<file path="src/rtl/subtractor_16bits_pipeline.sv">
// 16-bit subtractor y = a - b - bi evaluated as two 8-bit slices on successive cycles,
// with valid/ready handshakes on operands and on the flagged result.
module subtractor_16bits_pipeline #(
    parameter int unsigned DATA_W = 16
) (
    input  logic              clk,
    input  logic              reset,
    input  logic              in_valid,
    output logic              in_ready,
    input  logic [DATA_W-1:0] a,
    input  logic [DATA_W-1:0] b,
    input  logic              bi,
    output logic              out_valid,
    input  logic              out_ready,
    output logic [DATA_W-1:0] y,
    output logic              bo,
    output logic              zero,
    output logic              overflow
);

    localparam int unsigned SW = DATA_W / 2;

    typedef enum logic [1:0] {IDLE, LO, HI, DONE} state_t;

    state_t state, state_next;

    logic [SW-1:0] a_lo, b_lo, a_hi, b_hi;
    logic [SW-1:0] y_lo, y_hi;
    logic          bi_r, borrow_lo, bo_r, zero_r, ovf_r;
    logic [SW:0]   lo_diff, hi_diff;

    // 9-bit slice differences; bit SW is the borrow into the next slice
    always_comb begin
        lo_diff = {1'b0, a_lo} - {1'b0, b_lo} - {{SW{1'b0}}, bi_r};
        hi_diff = {1'b0, a_hi} - {1'b0, b_hi} - {{SW{1'b0}}, borrow_lo};
    end

    always_comb begin
        state_next = state;
        in_ready   = 1'b0;
        out_valid  = 1'b0;
        case (state)
            IDLE: begin
                in_ready = 1'b1;
                if (in_valid) state_next = LO;
            end
            LO:   state_next = HI;
            HI:   state_next = DONE;
            DONE: begin
                out_valid = 1'b1;
                if (out_ready) state_next = IDLE;
            end
            default: state_next = IDLE;
        endcase
    end

    always_ff @(posedge clk) begin
        if (reset) begin
            state     <= IDLE;
            a_lo      <= '0;
            b_lo      <= '0;
            a_hi      <= '0;
            b_hi      <= '0;
            bi_r      <= 1'b0;
            y_lo      <= '0;
            y_hi      <= '0;
            borrow_lo <= 1'b0;
            bo_r      <= 1'b0;
            zero_r    <= 1'b0;
            ovf_r     <= 1'b0;
        end else begin
            state <= state_next;
            case (state)
                IDLE: begin
                    if (in_valid) begin
                        a_lo <= a[SW-1:0];
                        b_lo <= b[SW-1:0];
                        a_hi <= a[DATA_W-1:SW];
                        b_hi <= b[DATA_W-1:SW];
                        bi_r <= bi;
                    end
                end
                LO: {borrow_lo, y_lo} <= lo_diff;
                HI: begin
                    {bo_r, y_hi} <= hi_diff;
                    // flags settle together with the high slice so they hold with the result
                    zero_r <= ({hi_diff[SW-1:0], y_lo} == '0);
                    ovf_r  <= (a_hi[SW-1] ^ b_hi[SW-1]) & (hi_diff[SW-1] ^ a_hi[SW-1]);
                end
                default: ;
            endcase
        end
    end

    assign y        = {y_hi, y_lo};
    assign bo       = bo_r;
    assign zero     = zero_r;
    assign overflow = ovf_r;

endmodule

</file>
<file path="config.mk">
export PLATFORM = sky130hd
export DESIGN_NAME = subtractor_16bits_pipeline
export DESIGN_NICKNAME = d
export VERILOG_FILES = /design/src/rtl/subtractor_16bits_pipeline.sv
export SDC_FILE = /design/constraint.sdc
export NUM_CORES = 1
export LEC_CHECK = 0
export CAP_MARGIN = 20
export CORE_ASPECT_RATIO = 2
export CORE_MARGIN = 1.5
export CORE_UTILIZATION = 35
export DETAILED_ROUTE_END_ITERATION = 12
export MAX_ROUTING_LAYER = met4
export PLACE_DENSITY = 0.56
export SLEW_MARGIN = 20
export SYNTH_ARGS = -nofsm -noshare
export SYNTH_HDL_FRONTEND = slang
export SYNTH_SLANG_ARGS = --single-unit
</file>
<file path="constraint.sdc">
create_clock -name clk -period 2.9 [get_ports clk]
set_input_delay 0.435 -clock clk [delete_from_list [all_inputs] [get_ports clk]]
set_output_delay 0.435 -clock clk [all_outputs]
set_load 0.01 [all_outputs]
</file>
==> results.md <==
* Hold crit path type: reg2reg
* Endpoints failing setup at 0
* Largest net degree at the start of global routing at 40
* Post-synth top area cell: dfxtp_1
* Clock skew at 4.34 ps
* Cell Int Power at 2250 µW
* Combinational power share at 0.554
* Max cap viols at 0
* Placed cells at 526
* Setup ws final at 366 ps
* Setup_tns at 0 ps
* Setup crit start: b_hi[0]$_SDFFE_PP0P_
* Slowest cell on crit path: fa_1
* Sequential cell area fraction in the yosys report at 0.358
* P_leak at 0.00157 µW
* Worst Hold Margin at 455 ps
* Post-Synth Adder-Cell Area at 0.156
* Yosys top cell area share at 0.358
* Fin util at 0.450
* Synth Area in Compound Gates at 0.156
* P&R area growth vs syn at 25.6%
* Die width at 69.3 µm
* Switch share at 0.404
* Psw at 1530 µW
* Gr usage total at 0.152
* CP max stage delay at 520 ps
* R2r startpoint: b_hi[0]$_SDFFE_PP0P_
* WL final at 6520 µm
* Pre-CTS setup slack at 387 ps
* Maximum clock frequency at 395 MHz
* Mapped cell area at 3080 µm²
* Drc violations at 0
* Die span in y at 136 µm
* Antenna viol nets, final at 0
* Initial DRC Count at 92
* I/O pin total at 58
* # hold bufs at CTS at 0
* Synthesis-stage register bit count at 55
* Crit Path Max Fanout at 3
* EDFF count, synth at 0
* Nets at 506
* First-pass GRT wire length at 11400 µm
* Critical path capture point type: flip-flop
* Diodes inserted at 0
* Clock share of power at 0.155
* Simple-gate portion of the synthesized area at 0.188
* Port Buffers at 57
* Post-synth top flop: dfxtp_1
* Worst setup SP type: flip-flop
* Clk root buf: clkbuf_16
* TritonCTS Buffers at 5
* Xor and xnor area share after synthesis at 0.0313
* Status: finished clean
* Clock buffer depth at 2
* Synth cell types at 44
* Max_slew headroom at 0.567
* Vias post-DR at 2596
* Placer Congestion at 0.853
* Buffers plus inverters on the worst setup path at 2
* Peak VDD IR at 0.349 mV
* Setup bufs post-CTS at 0
* Slew @ Worst Pin at 650 ps
* RSZ-0062 raised after global routing: false
* Avg Inst Size Synth at 8.01 µm²
* Main combinational cell family by area after synthesis: simple AND/OR/NAND/NOR gates
* Warnings from Yosys at 0
* Delay-heaviest family, CP: adder cells
* CP required at 3110 ps
* Most frequent CP cell: inv_1
* Most common cell in the netlist: nand2_1
* Core area at 8590 µm²
* Number of global-route vias before repair at 2512
* Layout cells sized above 1 at 0.0484
* Htree depth at 2
* CP cell instances: inv_1, fa_1, inv_1, ha_1, o21ai_0, nand2_1, xor2_1, or4b_1, o31ai_2
* Post-route insts no fill at 534
* Post-CTS Resized at 0
* Crit path kind: reg2reg
* Period utilization at 0.874
* Post-Syn Instances at 384
* Grt total ovfl at 0
* Row count at 48
* Clock Sink Count at 55
* Area of the die at 9390 µm²
* Routed len/inst at 12.2 µm
* CTS tree: done
* Final Hold Vio Count at 0
* Tmin final at 2530 ps
* Worst EP arrival at 2750 ps
* Placed wire-length estimate at 5110 µm
* Mux share of post-synthesis cell area at 0.0297
* Initial Util at 0.358
* Vias per Instance at 4.86
* Fraction of registers with async set/reset at 0
* Fin. max-slew vios at 0
* Drt pass-1 iters at 5
* Flop pwr share at 0.291
* Syn Nets at 457
* Synth cell count leaders: 75 x nand2_1, 55 x dfxtp_1, 47 x inv_1, 41 x a21oi_1, 32 x ha_1
* Worst skew pair latency at 290 ps
* Worst-path clk slew at 70 ps
* Hold path startpoint: a_hi[3]$_SDFFE_PP0P_
* Area contributors post-synth: dfxtp_1 36%, ha_1 13%, nand2_1 9.2%
* Pwr Density at 978 nW/µm²
* Antenna violations before repair at 0
==> flip-flops by register name (all words and copies together), names as in the netlist <==
| name | flops |
|---|---|
| a_lo | 8 |
| bo | 1 |
| borrow_lo | 1 |
| bi_r | 1 |
| overflow | 1 |
| b_lo | 8 |
| b_hi | 8 |
| zero | 1 |
| y_lo | 8 |
| y_hi | 8 |
| a_hi | 8 |
| state | 2 |
==> per-stage QoR <==
step	instance area, µm²	total power (µW)
3_3_place_gp	3720	3190
5_1_grt	3860	4130
6_report	3860	3780
3_5_place_dp	3720	3240
4_1_cts	3860	3840
2_1_floorplan	3080	2600
==> cell families (layout without fill, tap and decap cells) <==
family,after synthesis,count (layout)
fa+ha+maj,36,36
xor+xnor,11,11
simple gates,131,131
buf+inv,66,116
flops,55,55
compound gates,76,76
mux,9,9
==> worst register-to-register path: stages (launching register included) <==
cell     delay (ps)
dfxtp_1         330
inv_1            50
fa_1            520
inv_1            50
ha_1            160
o21ai_0         370
nand2_1         120
xor2_1          170
or4b_1          510
o31ai_2         170
==> layout by cell type (no fill, tap or decap), types with 2 or more instances in the layout <==
| cell type | count |
|---|---|
| nand2b_1 | 5 |
| a21oi_1 | 41 |
| a21o_1 | 4 |
| or3b_2 | 2 |
| nor2b_1 | 4 |
| clkinv_2 | 3 |
| o21ai_0 | 8 |
| xnor2_1 | 4 |
| nor4_1 | 2 |
| nor2_1 | 23 |
| fa_1 | 4 |
| o2111ai_1 | 2 |
| o221ai_1 | 2 |
| mux2i_1 | 8 |
| o21a_1 | 2 |
| xor2_1 | 7 |
| nand2_1 | 75 |
| buf_4 | 4 |
| a211oi_1 | 6 |
| clkdlybuf4s50_1 | 56 |
| inv_1 | 47 |
| nand3_1 | 4 |
| nor3_1 | 7 |
| ha_1 | 32 |
| a311oi_1 | 2 |
| clkbuf_16 | 5 |
| dfxtp_1 | 55 |
| or4_1 | 2 |
==> layer usage <==
layer / global-route usage / part of all wire
met1: 0.168 / 0.42
met2: 0.270 / 0.53
met3: 0.0223 / 0.027
met4: 0.0621 / 0.022
met5: - / 0
==> worst paths after layout <==
check / depth (start not counted) / slack, ps / endpoint
max: 9 / 370 / zero$_SDFFE_PP0P_
min: 2 / 460 / a_hi[3]$_SDFFE_PP0P_
max reg2reg: 9 / 370 / zero$_SDFFE_PP0P_
min reg2reg: 2 / 460 / a_hi[3]$_SDFFE_PP0P_
==> power by group through the flow <==
stage	Sequential (µW)	Combinational [µW]	Clock [µW]
5_1_grt	1130	2360	637
3_3_place_gp	1120	2070	0
6_report	1100	2090	585
2_1_floorplan	1130	1470	0
4_1_cts	1110	2120	613
3_5_place_dp	1120	2110	0
==> final cells by class <==
type	instances	area, µm²
clock inverters	3	15.0
well taps	100	125
multi-input cells	263	1720
repair buffers	61	596
flip-flops and latches	55	1100
fillers	903	4730
inverters	47	176
clock buffers	5	125
No activity file was read; power rests on OpenSTA's default activity.
